$ cat config.mk
export PLATFORM = sky130hd
export DESIGN_NAME = rv32_pipeline_ctrl
export DESIGN_NICKNAME = d
export VERILOG_FILES = /design/src/rtl/rv32_pipeline_ctrl_pkg.sv /design/src/rtl/rv32_perf_counter.sv /design/src/rtl/rv32_pipeline_ctrl.sv
export SDC_FILE = /design/constraint.sdc
export NUM_CORES = 1
export LEC_CHECK = 0
export ABC_AREA = 1
export CORE_AREA = 2 2 39 41
export CTS_CLUSTER_DIAMETER = 30
export CTS_CLUSTER_SIZE = 14
export DETAILED_ROUTE_END_ITERATION = 8
export DIE_AREA = 0 0 41 43
export GPL_TIMING_DRIVEN = 0
export PLACE_DENSITY = 0.51
export RECOVER_POWER = 100
export SLEW_MARGIN = 20
export SYNTH_ARGS = -nofsm -noshare
export SYNTH_HDL_FRONTEND = slang
export SYNTH_HIERARCHICAL = 1
export SYNTH_SLANG_ARGS = --single-unit
$ cat constraint.sdc
create_clock -name clk -period 1.25 [get_ports clk]
set_input_delay 0.25 -clock clk [delete_from_list [all_inputs] [get_ports clk]]
set_output_delay 0.25 -clock clk [all_outputs]
set_load 0.005 [all_outputs]
$ cat src/rtl/rv32_pipeline_ctrl_pkg.sv
// ----------------------------------------------------------------------------
// rv32_types : shared types for the RV32 pipeline controller.
//   pipe_ctrl_state_t : controller FSM state (RUN, MEM_WAIT, HALT)
//   PERF_CNT_W        : width of the performance counters
// ----------------------------------------------------------------------------
package rv32_types;

    typedef enum logic [1:0] {
        RUN      = 2'd0,
        MEM_WAIT = 2'd1,
        HALT     = 2'd2
    } pipe_ctrl_state_t;

    localparam int unsigned PERF_CNT_W = 32;

endpackage

$ cat src/rtl/rv32_perf_counter.sv
// ----------------------------------------------------------------------------
// rv32_perf_counter : 32-bit event counter, wraps from all-ones to zero.
//   clk   in  : core clock
//   clr_n in  : asynchronous active-low clear
//   en    in  : count this cycle
//   count out : current count (registered)
// ----------------------------------------------------------------------------
module rv32_perf_counter
    import rv32_types::*;
(
    input  logic                  clk,
    input  logic                  clr_n,
    input  logic                  en,
    output logic [PERF_CNT_W-1:0] count
);

    logic [PERF_CNT_W-1:0] count_r;

    // Event counter; natural overflow gives the wrap to zero.
    always_ff @(posedge clk or negedge clr_n) begin
        if (!clr_n) begin
            count_r <= {PERF_CNT_W{1'b0}};
        end else if (en) begin
            count_r <= count_r + {{(PERF_CNT_W-1){1'b0}}, 1'b1};
        end else begin
            count_r <= count_r;
        end
    end

    assign count = count_r;

endmodule

$ cat src/rtl/rv32_pipeline_ctrl.sv
// ----------------------------------------------------------------------------
// rv32_pipeline_ctrl : stall / flush / halt controller for a 5-stage RV32 core.
//   Inputs : clk, resetn (async active-low), hazard_stall, branch_taken,
//            dmem_req, dmem_ready, halt_req, resume
//   Outputs: fetch_en, fd_en, de_en, em_en, mw_en (PC / buffer write enables),
//            fd_flush, de_flush (load NOP), pc_redirect, state, halted
//   Option : RV32_PERF_CNT_EN adds stall_cycles, flush_events, mem_wait_cycles.
// Control outputs are combinational from state and inputs (zero latency);
// event priority is mem wait > halt > branch > hazard stall.
// ----------------------------------------------------------------------------
module rv32_pipeline_ctrl
    import rv32_types::*;
(
    input  logic             clk,
    input  logic             resetn,
    input  logic             hazard_stall,
    input  logic             branch_taken,
    input  logic             dmem_req,
    input  logic             dmem_ready,
    input  logic             halt_req,
    input  logic             resume,
    output logic             fetch_en,
    output logic             fd_en,
    output logic             de_en,
    output logic             em_en,
    output logic             mw_en,
    output logic             fd_flush,
    output logic             de_flush,
    output logic             pc_redirect,
    output pipe_ctrl_state_t state,
    output logic             halted
`ifdef RV32_PERF_CNT_EN
    ,
    output logic [31:0]      stall_cycles,
    output logic [31:0]      flush_events,
    output logic [31:0]      mem_wait_cycles
`endif
);

    pipe_ctrl_state_t state_r;
    pipe_ctrl_state_t next_state_s;
    logic             mem_wait_s;

    // A zero-wait access (ready with the request) is not a memory event.
    assign mem_wait_s = dmem_req & ~dmem_ready;

    // Next-state and pipeline control decode.
    always_comb begin
        next_state_s = state_r;
        fetch_en     = 1'b0;
        fd_en        = 1'b0;
        de_en        = 1'b0;
        em_en        = 1'b0;
        mw_en        = 1'b0;
        fd_flush     = 1'b0;
        de_flush     = 1'b0;
        pc_redirect  = 1'b0;
        if (!resetn) begin
            // Hold the pipeline frozen and filled with NOPs while in reset.
            fd_flush     = 1'b1;
            de_flush     = 1'b1;
            next_state_s = RUN;
        end else begin
            case (state_r)
                RUN: begin
                    if (mem_wait_s) begin
                        next_state_s = MEM_WAIT;
                    end else if (halt_req) begin
                        // Let the ebreak retire, freeze everything upstream.
                        mw_en        = 1'b1;
                        next_state_s = HALT;
                    end else if (branch_taken) begin
                        // Wrong-path instructions squashed; any hazard is moot.
                        {fetch_en, fd_en, de_en, em_en, mw_en} = 5'b11111;
                        fd_flush    = 1'b1;
                        de_flush    = 1'b1;
                        pc_redirect = 1'b1;
                    end else if (hazard_stall) begin
                        // Hold PC and F/D, inject one bubble into D/E.
                        {de_en, em_en, mw_en} = 3'b111;
                        de_flush              = 1'b1;
                    end else begin
                        {fetch_en, fd_en, de_en, em_en, mw_en} = 5'b11111;
                    end
                end
                MEM_WAIT: begin
                    if (dmem_ready) begin
                        {fetch_en, fd_en, de_en, em_en, mw_en} = 5'b11111;
                        next_state_s = RUN;
                    end else begin
                        next_state_s = MEM_WAIT;
                    end
                end
                HALT: begin
                    if (resume) begin
                        next_state_s = RUN;
                    end else begin
                        next_state_s = HALT;
                    end
                end
                default: begin
                    next_state_s = RUN;
                end
            endcase
        end
    end

    // FSM state register.
    always_ff @(posedge clk or negedge resetn) begin
        if (!resetn) begin
            state_r <= RUN;
        end else begin
            state_r <= next_state_s;
        end
    end

    assign state  = state_r;
    assign halted = (state_r == HALT);

`ifdef RV32_PERF_CNT_EN
    logic stall_evt_s;
    logic flush_evt_s;
    logic memw_evt_s;

    // Event strobes mirror the RUN-state priority chain above.
    assign stall_evt_s = (state_r == RUN) & ~mem_wait_s & ~halt_req & ~branch_taken & hazard_stall;
    assign flush_evt_s = (state_r == RUN) & ~mem_wait_s & ~halt_req & branch_taken;
    // The ready cycle of MEM_WAIT is a completing cycle, not a wait cycle.
    assign memw_evt_s  = ((state_r == RUN) & mem_wait_s) | ((state_r == MEM_WAIT) & ~dmem_ready);

    rv32_perf_counter u_stall_cnt (
        .clk   (clk),
        .clr_n (resetn),
        .en    (stall_evt_s),
        .count (stall_cycles)
    );

    rv32_perf_counter u_flush_cnt (
        .clk   (clk),
        .clr_n (resetn),
        .en    (flush_evt_s),
        .count (flush_events)
    );

    rv32_perf_counter u_memw_cnt (
        .clk   (clk),
        .clr_n (resetn),
        .en    (memw_evt_s),
        .count (mem_wait_cycles)
    );
`endif

endmodule

# After elaboration in Yosys (flattened, before gate mapping)

Cells that the tools add are included.

Eq/ne operators: 3
Bitwise operators: 2
Reductions and logical operators: 1
Multiplexer cells: 32

Operators with widths:

| kind               | number |
|---|---|
| $mux 1             | 24 |
| $mux 2             | 4 |
| $pmux 1 s2         | 3 |
| $pmux 2 s3         | 1 |
| $ne 4x4->1 const B | 1 |
| $eq 2x1->1 const B | 1 |
| $eq 2x2->1 const B | 1 |
| $logic_not 2->1    | 1 |
| $and 1x1->1        | 1 |
| $not 1->1          | 1 |

Flip-flop bits (word level): 2
Word-level logic and storage cells: 39
Bits of input ports: 8

# Depth between registers and ports, before layout

Depth in word-level cells: 6
Gate-level depth with buffers: 6

# Least setup slack after synthesis

No wires, ideal clock.

Kind: register -> output
From: register state_r[0], in the netlist state[0]
To: output port fetch_en
Stages on the path, launching flop included: 5
Data arrival time: 0.964 ns
Path slack: 0.036 ns
Path through: dfrtp_1 > nor2_4 > nand3_2 > o21bai_2 > buf_4

Longest elaborated chain between the ends: 3

Ends and longest elaborated chain:

| item                                                 | line                      | text |
|---|---|---|
| start, declared                                      | rv32_pipeline_ctrl.sv:40  | `pipe_ctrl_state_t state_r;` |
| start signal, assigned                               | rv32_pipeline_ctrl.sv:113 | `state_r <= next_state_s;` |
| $eq 2x1->1 / $logic_not 2->1 (equally long branches) | n/a                       |  |
| $pmux 1 s2 *                                         | n/a                       |  |
| $mux 1 *                                             | n/a                       |  |
| end, declared                                        | rv32_pipeline_ctrl.sv:22  | `output logic fetch_en,` |

Mark *: on every way between the ends. The rest lies on a longest branch, timed or not.

# Worst setup path in the final report

From: register state_r[0], in the netlist state[0]
To: output port pc_redirect

Longest elaborated chain between the ends: 3

Ends and longest elaborated chain:

| item            | line                     | text |
|---|---|---|
| $logic_not 2->1 | rv32_pipeline_ctrl.sv:64 | `case (state_r)` |
| $mux 1          | rv32_pipeline_ctrl.sv:64 |  |
| $mux 1          | rv32_pipeline_ctrl.sv:58 | `if (!resetn) begin` |
| end, declared   | rv32_pipeline_ctrl.sv:29 | `output logic pc_redirect,` |

No other way between the ends.

==> results.json <==
{
  "final_cell_mix": "9 x buf_4, 7 x buf_6, 7 x buf_2",
  "setup_viol_count_final": 11,
  "grt_overflow": 0,
  "crit_type": "register to primary output",
  "worstMarginPinSlew_ns": 0.2075,
  "antennaDiodeCount": 0,
  "rsz0062_at_grt": "yes",
  "detail-route-antenna-nets": 0,
  "r2r_end": "state[1]",
  "r2r_start": "state[0]",
  "fp.dieW_um": 41,
  "cts_tree": "done",
  "dp_hpwl_um": 505.6,
  "irDropWorstVdd_uv": 410.6,
  "maxSlewHeadroom_pct": 86.17,
  "cp_max_fo": 3,
  "io_pins": 19,
  "fin_nets": 83,
  "root_buffer": "clkbuf_4",
  "drive_above_1_share_pct": 54.79,
  "synth_fp_nets": 46,
  "crit_start": "state[0]",
  "crit_path_top_delay_cell": "dfrtp_2",
  "finalCriticalPeriod_ns": 1.554,
  "synth_top_cell_by_area": "dfrtp_1",
  "fin_util_pct": 42.41,
  "leakagePower_nw": 0.3281,
  "die_area_mm2": 0.001763,
  "via_per_inst": 4.045,
  "place.gp.congestion": 0.7113,
  "wl_per_cell_um": 8.191,
  "min_path_type": "primary input to register",
  "ys_top_cells_by_area": "dfrtp_1 21%, inv_1 13%, nand2_1 11%, nor2_1 9.4%, buf_4 6.3%",
  "clock_skew_ns": 0.0009171,
  "yosysWarnings": 6,
  "power_per_cell_area_mw_per_mm2": 739.8,
  "final_common_cell": "buf_4",
  "grt_pass1_vias": 351,
  "coreArea_mm2": 0.001384,
  "syn_avg_cell_area_um2": 6.322,
  "antenna_found_initial": 0,
  "clock-sinks": 2,
  "grt.total_usage_pct": 10.64,
  "reg2reg_depth": 8,
  "syn_inst": 38,
  "synth_seq_cells": 2,
  "synth_top_area_share_pct": 20.83,
  "port_buffers": 18,
  "synth_area_um2": 240.2,
  "grt_max_degree": 7,
  "synth-seq-area-share_pct": 20.83,
  "clkTransAtPathRegs_ns": 0.03,
  "syn_to_final_growth_pct": 144.3,
  "max_cap_viol_count": 0,
  "cts_buffers": 3,
  "max_freq_ghz": 0.6435,
  "end_kind": "primary output",
  "final.period_utilization_pct": 124.3,
  "setup_ws_ns": -0.3041,
  "wl_um": 729,
  "num_vias": 360,
  "die_y_um": 43,
  "finalMaxSlewViolations": 0,
  "rows": 14,
  "start_kind": "register",
  "yosysUniqueCellTypes": 18,
  "largest_reg_flops": 2,
  "grt_pass1_wl_um": 1331,
  "status": "finished with violations",
  "cts_buffer_depth": 2,
  "drtIter0Drc": 1,
  "cp_data_arrival_time_ns": 1.30,
  "endpoint": "pc_redirect",
  "clk_latency_ns": 0.22,
  "drc": 0,
  "start_util_pct": 17.36,
  "violations": "setup timing",
  "drt_pass1_iterations": 4,
  "h-tree-depth": 1,
  "slowest_delay_ns": 0.42,
  "hold_violations": 0,
  "rrSetupSlack_ns": 0.07,
  "fin_hold_ws_ns": 0.4781,
  "crit_chain": "nor2_4, buf_12, nand3_4, buf_4, nor2_1, buf_2",
  "required_ns": 1.00
}
==> how the worst min path moves through the flow <==
stage | start | endpoint | slack, ns | depth (start not counted)
6_report | resetn | state[1] | 0.48 | 3
5_1_grt | resetn | state[1] | 0.50 | 3
4_1_cts | resetn | state[1] | 0.47 | 3
3_5_place_dp | resetn | state[1] | 0.51 | 1
3_3_place_gp | resetn | state[1] | 0.50 | 1
2_1_floorplan | resetn | state[0] | -0.05 | 0
==> metrics by stage <==
step                area, um2  power, mW  cells  TNS (ns)  worst slack (ns)
detailed placement      440.4     0.2300     72    -6.088           -0.8988
global placement        440.4     0.2294     72    -5.995           -0.8804
floorplan               240.2     0.1417     38         0           0.03577
CTS                     569.3     0.4405     88    -2.341           -0.3197
finish                  586.8     0.4341     89    -2.267           -0.3041
global route            586.8     0.4713     89    -2.997           -0.3531
==> area by class of cell <==
class	instances	area, um2
multi-input cells	25	163.9
clock buffers	3	22.52
fillers	160	797.0
repair buffers	32	272.8
inverters	9	33.78
flip-flops and latches	2	51.30
plain buffers	2	22.52
well taps	16	20.02
==> worst max-delay path, delay by kind of cell, from the launching register on <==
kind | cells | cell delay, ns
buffers and inverters | 3 | 0.36
AND/OR/NAND/NOR | 3 | 0.29
flip-flops | 1 | 0.42
==> cells by family (layout without fill, tap and decap cells) <==
| logic type | count (synthesis) | count (layout) | synth area share, % |
|---|---|---|---|
| buf+inv | 11 | 46 | 20.31 |
| compound gates | 4 | 4 | 11.98 |
| simple gates | 21 | 21 | 46.88 |
| flops | 2 | 2 | 20.83 |
==> repair_timing <==
item | in CTS | in global routing
gates resized for setup | 56 | 3
hold buffers | 1 | 0
buffers inserted | 12 | 1
endpoints found under the hold margin | 2 | 0
endpoints found under the setup margin | 11 | 11
pin swaps | 9 | 4
==> routing by layer <==
metal	share of wire, %	up-vias	wire length [um]	GRT usage (%)
li1	-	183	-	-
met1	36	168	261	12.22
met2	59	9	431	18.44
met3	5.1	0	37	0
met4	0	0	0	6.000
met5	0	-	0	0
==> where the power goes <==
group / internal (mW) / leakage [nW] / switching (mW) / total [mW]
Clock: 0.106 / 0.0138 / 0.0330 / 0.139
Combinational: 0.135 / 0.289 / 0.0828 / 0.218
Sequential: 0.0705 / 0.0251 / 0.00686 / 0.0774
Total: 0.311 / 0.328 / 0.123 / 0.434
==> cell usage after synthesis (all sizes together) <==
master  number
nand2        9
dfrtp        2
o21bai       1
buf          2
inv          9
o21ai        2
nand3b       1
nand4        1
o211ai       1
nand3        2
nor2         8
No activity file was read; power rests on OpenSTA's default activity.
